### src/rtl/decim_pkg.sv
// Shared constants, ratio type and ratio helpers for the programmable decimation clock divider.
// Widths here fix the ratio register, the phase counter and the interface buses.
package decim_pkg;

   localparam int CNT_W       = 8;
   localparam int DEFAULT_DIV = 64;
   localparam int MIN_DIV     = 2;

   typedef logic [CNT_W-1:0] div_ratio_t;

   localparam div_ratio_t DIV_ONE = div_ratio_t'(1);

   // The upper bound 2^CNT_W-1 is implied by the width of div_ratio_t.
   function automatic logic div_ratio_valid(input div_ratio_t r);
      return int'(r) >= MIN_DIV;
   endfunction

   // First phase count at which the divided clock is high: N - floor(N/2).
   function automatic div_ratio_t hi_thresh(input div_ratio_t n);
      return n - (n >> 1);
   endfunction

endpackage

### src/rtl/prog_clk_divider_if.sv
// Control and status bundle for prog_clk_divider; the master drives ratio/enable, the slave is the divider.
// The sync request exists only when PROG_CLK_DIVIDER_SYNC_EN is defined.
interface prog_clk_divider_if;
   import decim_pkg::*;

   logic       en;
   div_ratio_t div_ratio;
   logic       div_load;
`ifdef PROG_CLK_DIVIDER_SYNC_EN
   logic       sync;
`endif
   logic       load_err;
   logic       clk_out;
   logic       strobe;
   div_ratio_t cnt_out;
   div_ratio_t div_cur;

   modport master (
      output en, div_ratio, div_load,
`ifdef PROG_CLK_DIVIDER_SYNC_EN
      output sync,
`endif
      input  load_err, clk_out, strobe, cnt_out, div_cur
   );

   modport slave (
      input  en, div_ratio, div_load,
`ifdef PROG_CLK_DIVIDER_SYNC_EN
      input  sync,
`endif
      output load_err, clk_out, strobe, cnt_out, div_cur
   );

endinterface

### src/rtl/div_ratio_ctrl.sv
// Ratio load validation, pending register and apply-at-boundary logic; load_err is registered (1 cycle).
// Loads are accepted every cycle regardless of count enable; no backpressure.
module div_ratio_ctrl
   import decim_pkg::*;
(
   input  logic       clk,
   input  logic       rst,
   input  logic       div_load,
   input  div_ratio_t div_ratio,
   input  logic       apply,
   output logic       load_err,
   output div_ratio_t div_cur,
   output div_ratio_t div_nxt
);

   logic       load_ok;
   logic       load_err_d, load_err_q;
   logic       pend_vld_d, pend_vld_q;
   div_ratio_t pend_d, pend_q;
   div_ratio_t div_cur_d, div_cur_q;

   always_comb begin
      load_ok    = div_load && div_ratio_valid(div_ratio);
      load_err_d = div_load && !load_ok;
      pend_d     = pend_q;
      pend_vld_d = pend_vld_q;
      div_cur_d  = div_cur_q;
      // A valid load coinciding with a period boundary skips the pending stage.
      if (apply) begin
         if (load_ok) begin
            div_cur_d = div_ratio;
         end else if (pend_vld_q) begin
            div_cur_d = pend_q;
         end
         pend_vld_d = 1'b0;
      end else if (load_ok) begin
         pend_d     = div_ratio;
         pend_vld_d = 1'b1;
      end
   end

   always_ff @(posedge clk) begin
      if (rst) begin
         load_err_q <= 1'b0;
         pend_vld_q <= 1'b0;
         pend_q     <= '0;
         div_cur_q  <= div_ratio_t'(DEFAULT_DIV);
      end else begin
         load_err_q <= load_err_d;
         pend_vld_q <= pend_vld_d;
         pend_q     <= pend_d;
         div_cur_q  <= div_cur_d;
      end
   end

   assign load_err = load_err_q;
   assign div_cur  = div_cur_q;
   assign div_nxt  = div_cur_d;

endmodule

### src/rtl/prog_clk_divider.sv
// Runtime-programmable clock divider: registered divided clock, one-cycle strobe per period, ratio swaps only at wrap.
// All outputs registered; en=0 freezes phase. Optional sync port under PROG_CLK_DIVIDER_SYNC_EN.
module prog_clk_divider
   import decim_pkg::*;
(
   input  logic                clk,
   input  logic                rst,
   prog_clk_divider_if.slave   bus
);

   logic       sync_req;
   logic       wrap;
   logic       apply;
   div_ratio_t div_cur;
   div_ratio_t div_nxt;
   div_ratio_t cnt_d, cnt_q;
   logic       clk_out_d, clk_out_q;
   logic       strobe_d, strobe_q;

`ifdef PROG_CLK_DIVIDER_SYNC_EN
   assign sync_req = bus.sync;
`else
   assign sync_req = 1'b0;
`endif

   assign wrap  = bus.en && (cnt_q == div_cur - DIV_ONE);
   assign apply = wrap || sync_req;

   div_ratio_ctrl u_ctrl (
      .clk       (clk),
      .rst       (rst),
      .div_load  (bus.div_load),
      .div_ratio (bus.div_ratio),
      .apply     (apply),
      .load_err  (bus.load_err),
      .div_cur   (div_cur),
      .div_nxt   (div_nxt)
   );

   // Outputs derive from next-state count and ratio so they line up with cnt_q after the edge.
   always_comb begin
      cnt_d = cnt_q;
      if (apply) begin
         cnt_d = '0;
      end else if (bus.en) begin
         cnt_d = cnt_q + DIV_ONE;
      end
      clk_out_d = (cnt_d >= hi_thresh(div_nxt));
      strobe_d  = bus.en && !sync_req && (cnt_d == div_nxt - DIV_ONE);
   end

   always_ff @(posedge clk) begin
      if (rst) begin
         cnt_q     <= '0;
         clk_out_q <= 1'b0;
         strobe_q  <= 1'b0;
      end else begin
         cnt_q     <= cnt_d;
         clk_out_q <= clk_out_d;
         strobe_q  <= strobe_d;
      end
   end

   assign bus.cnt_out = cnt_q;
   assign bus.clk_out = clk_out_q;
   assign bus.strobe  = strobe_q;
   assign bus.div_cur = div_cur;

endmodule

### src/flat_wrapper.sv
// flat-port wrapper written by rule: the top's interface ports become plain ports
module prog_clk_divider_flat import decim_pkg::*;
  (clk, rst, bus_en, bus_div_ratio, bus_div_load, bus_load_err, bus_clk_out, bus_strobe, bus_cnt_out, bus_div_cur);
  prog_clk_divider_if bus_i ();
  input  logic clk;
  input  logic rst;
  input wire logic [$bits(bus_i.en)-1:0] bus_en;
  input wire logic [$bits(bus_i.div_ratio)-1:0] bus_div_ratio;
  input wire logic [$bits(bus_i.div_load)-1:0] bus_div_load;
  output wire logic [$bits(bus_i.load_err)-1:0] bus_load_err;
  output wire logic [$bits(bus_i.clk_out)-1:0] bus_clk_out;
  output wire logic [$bits(bus_i.strobe)-1:0] bus_strobe;
  output wire logic [$bits(bus_i.cnt_out)-1:0] bus_cnt_out;
  output wire logic [$bits(bus_i.div_cur)-1:0] bus_div_cur;
  assign bus_i.en = bus_en;
  assign bus_i.div_ratio = bus_div_ratio;
  assign bus_i.div_load = bus_div_load;
  assign bus_load_err = bus_i.load_err;
  assign bus_clk_out = bus_i.clk_out;
  assign bus_strobe = bus_i.strobe;
  assign bus_cnt_out = bus_i.cnt_out;
  assign bus_div_cur = bus_i.div_cur;
  prog_clk_divider u_core (.clk(clk), .rst(rst), .bus(bus_i));
endmodule
### config.mk
export PLATFORM = sky130hd
export DESIGN_NAME = prog_clk_divider_flat
export DESIGN_NICKNAME = d
export VERILOG_FILES = /design/src/rtl/decim_pkg.sv /design/src/rtl/prog_clk_divider_if.sv /design/src/rtl/div_ratio_ctrl.sv /design/src/rtl/prog_clk_divider.sv /design/src/flat_wrapper.sv
export SDC_FILE = /design/constraint.sdc
export NUM_CORES = 1
export LEC_CHECK = 0
export ABC_AREA = 1
export CAP_MARGIN = 20
export CORE_ASPECT_RATIO = 1.25
export CORE_MARGIN = 4
export CORE_UTILIZATION = 50
export DETAILED_ROUTE_END_ITERATION = 7
export PLACE_DENSITY = 0.76
export SLEW_MARGIN = 15
export SYNTH_ARGS = -nofsm -noshare
export SYNTH_HDL_FRONTEND = slang
export SYNTH_HIERARCHICAL = 1
export SYNTH_SLANG_ARGS = --single-unit
### constraint.sdc
create_clock -name clk -period 5.6 [get_ports clk]
set_clock_uncertainty 0.05 [all_clocks]
set_input_delay 0.56 -clock clk [delete_from_list [all_inputs] [get_ports clk]]
set_output_delay 0.56 -clock clk [all_outputs]
set_load 0.005 [all_outputs]
==> results.ini, run 1 <==
[cts]
cts_num_sinks = 28
cts_root_buf = clkbuf_8
clock_latency_ps = 270
cts_made_buffers = 3
ctsHoldBuffers = 0
clk_pin_slew_ps = 100
clk_path_buf_depth = 2
cts_tree = done
cts-htree-levels = 1

[floorplanning]
fp.dieW_um = 72.0
rows = 28
ios = 31
core_area_um2 = 4830
start_util_pct = 53.0
dieArea_um2 = 6340
chipHeight_um = 88.1

[setup_path]
startpoint_type = flop
required_ps = 5770
slowest_stage = dfxtp_1
end_kind = flop
worstSetupPathType = flop to flop
arrival_ps = 5010
cpPeakStageDelay_ps = 400
crit_path_frequent_cell = nand2_1
path_delay_family = simple AND/OR/NAND/NOR gates
worstPathMaxFanout = 14
cp_num_buf_inv = 7

[yosys]
synth.area.mux_share_pct = 0
synth_edf_count = 0
synth_simple_gate_area_share_pct = 33.4
syn_nets = 440
ys_seq_area_share_pct = 21.9
synth-compound-area-share_pct = 9.42
ys_ff_latch = 28
yosysTopAreaCellShare_pct = 21.9
postSynthAreaPerCell_um2 = 6.41
syn_inst = 400
synthTopCellsByCount = 97 x nand2_1, 79 x inv_1, 41 x nor2_1, 31 x nand3_1, 28 x dfxtp_1
synth-xor-area-share_pct = 6.83
synthAdderAreaFrac_pct = 14.0
ys.flop_type = dfxtp_1
synth_largest_area_cell = dfxtp_1
ys_types = 34
yosys-top-cells-area = dfxtp_1 22%, nand2_1 14%, ha_1 13%
synth_top_family_by_area = simple AND/OR/NAND/NOR gates
syn_area_um2 = 2560
yosys_warnings = 6
async_reset_ff_share_pct = 0
yosysMostFrequentCell = nand2_1

[sta]
setup_violations = 0
whs_ps = 416
worstMarginPinSlew_ps = 879
hold_viol = 0
fin_tns_setup_ps = 0
fmax_ghz = 0.207
fin_crit_ps = 4830
grt_setup_unrepaired = false
finalCritPeriodShare_pct = 86.3
drv_slew = 0
slew_headroom_pct = 41.2

[flow_run]
maxCapViolCount = 0

[final_layout]
drive_gt1_share_pct = 8.20
n_antenna_cell = 0
syn_to_final_growth_pct = 15.8
final_util_pct = 61.4
nets = 468

[grt]
track_usage_pct = 19.5
grt_pass1_vias = 2425
grt_max_degree = 23
grt_remaining_overflow = 0
antenna_found_initial = 0
grt_pass1_wl_mm = 10.0

[pwr]
switching_power_mw = 0.101
p_int_mw = 0.324
p_seq_share_pct = 49.3
ir_drop_mv = 0.0978
cellPowerDensity_nw_per_um2 = 143
swShare_pct = 23.7
combPwrFrac_pct = 13.2
finalPower_mw = 0.425
p_leak_nw = 1.53
clkPwrFrac_pct = 37.5

[place]
dp_hpwl_mm = 4.87
port_buffers = 30
gp_congestion = 0.876

[detailed_routing]
routed_wl_mm = 5.91
drt_iter0_drc = 96
drc_errors = 0
drtPass1Iterations = 4
vias_per_cell = 5.07
via_count = 2470
wl_per_cell_um = 12.1
ant_nets = 0

[outcome]
status = completed

[worst_hold_path]
hp-class = flop to flop

==> registers in the layout, summed over array words and instances (netlist names) <==
signal / count
u_core/u_ctrl/load_err: 1
u_core/u_ctrl/pend_vld_q: 1
u_core/bus.strobe: 1
u_core/bus.clk_out: 1
u_core/bus.cnt_out: 8
u_core/u_ctrl/pend_q: 8
u_core/u_ctrl/div_cur: 8
==> layout make-up <==
| cell class | count | area [um^2] |
|---|---|---|
| multi-input combinational | 282 | 1630 |
| inverter | 83 | 329 |
| tap | 60 | 75.1 |
| sequential | 28 | 561 |
| clock buffer | 3 | 41.3 |
| clock inverter | 1 | 30.0 |
| timing repair buffer | 30 | 300 |
| fill | 468 | 1870 |
==> power by group through the flow <==
stage	clock network [mW]	registers, mW	logic (mW)
after detailed placement	0	0.214	0.0559
after floorplan	0	0.212	0.0370
final	0.159	0.209	0.0561
after global placement	0	0.214	0.0552
after global routing	0.171	0.210	0.0632
after CTS	0.163	0.209	0.0562
==> path summary, 6_finish.rpt <==
kind	startpoint	endpoint	slack, ps	depth (start not counted)
max reg2reg	u_core/u_ctrl/div_cur[0]$_SDFF_PP0_	u_core/bus.clk_out$_SDFF_PP0_	770	35
min	u_core/u_ctrl/pend_q[6]$_SDFFE_PP0P_	u_core/u_ctrl/pend_q[6]$_SDFFE_PP0P_	420	2
max	u_core/u_ctrl/div_cur[0]$_SDFF_PP0_	u_core/bus.clk_out$_SDFF_PP0_	770	35
min reg2reg	u_core/u_ctrl/pend_q[6]$_SDFFE_PP0P_	u_core/u_ctrl/pend_q[6]$_SDFFE_PP0P_	420	2
==> logic make-up (layout without fill, tap and decap cells) <==
kind of cell / count (synthesis) / count (layout)
AO/OA/AOI/OAI: 39 / 39
buffers and inverters: 90 / 117
adder cells (fa/ha/maj): 28 / 28
AND/OR/NAND/NOR: 195 / 195
XOR/XNOR: 20 / 20
flip-flops: 28 / 28
==> per-stage QoR <==
| step | cell area, um^2 | worst slack (ps) | std cells |
|---|---|---|---|
| after global placement | 2890 | 682 | 483 |
| after global routing | 2970 | 71.1 | 487 |
| after floorplan | 2560 | 1290 | 400 |
| final | 2970 | 767 | 487 |
| after CTS | 2960 | 619 | 487 |
| after detailed placement | 2890 | 499 | 483 |
==> per-layer routing <==
metal | GRT usage [%] | vias up | wire length (um)
met2 | 37.3 | 52 | 2960
met5 | 0 | - | 0
met1 | 21.5 | 1126 | 2600
met4 | 9.23 | 0 | 189
met3 | 1.61 | 14 | 163
li1 | - | 1278 | -
==> what timing repair did <==
| action | CTS | global route |
|---|---|---|
| setup buffers | 0 | 0 |
| resized for setup | 0 | 1 |
| endpoints found under the setup margin | 0 | 1 |
==> cells in the final DEF, fill, tap and decap left out, drive strengths merged <==
master,instances
bufinv,2
inv,81
xor2,18
a21oi,19
o21bai,1
dfxtp,28
fa,1
or2,1
nand3,32
clkinvlp,1
xnor2,2
o2111ai,1
nor2,48
a31oi,1
ha,27
nand4,5
clkbuf,3
nor3,2
clkdlybuf4s50,30
o21ai,15
a21o,1
o211ai,1
nand2,107
==> worst reg2reg max path, delay by kind of cell (launching register included) <==
family          cells  cell delay (ps)
compound gates      6              860
xor+xnor            1              140
fa+ha+maj           3              910
buf+inv             7              920
flops               1              400
simple gates       18             1540
(Power assumes the default switching activity.)
==> inputs of run 2 (changes only) <==
--- a/config.mk
+++ b/config.mk
@@ -11,6 +11,7 @@
 export CORE_MARGIN = 4
 export CORE_UTILIZATION = 50
 export DETAILED_ROUTE_END_ITERATION = 7
+export GPL_ROUTABILITY_DRIVEN = 0
 export PLACE_DENSITY = 0.76
 export SLEW_MARGIN = 15
 export SYNTH_ARGS = -nofsm -noshare
==> results of run 2 <==
Same layout as run 1: the final DEF is identical, and so are final timing and power.
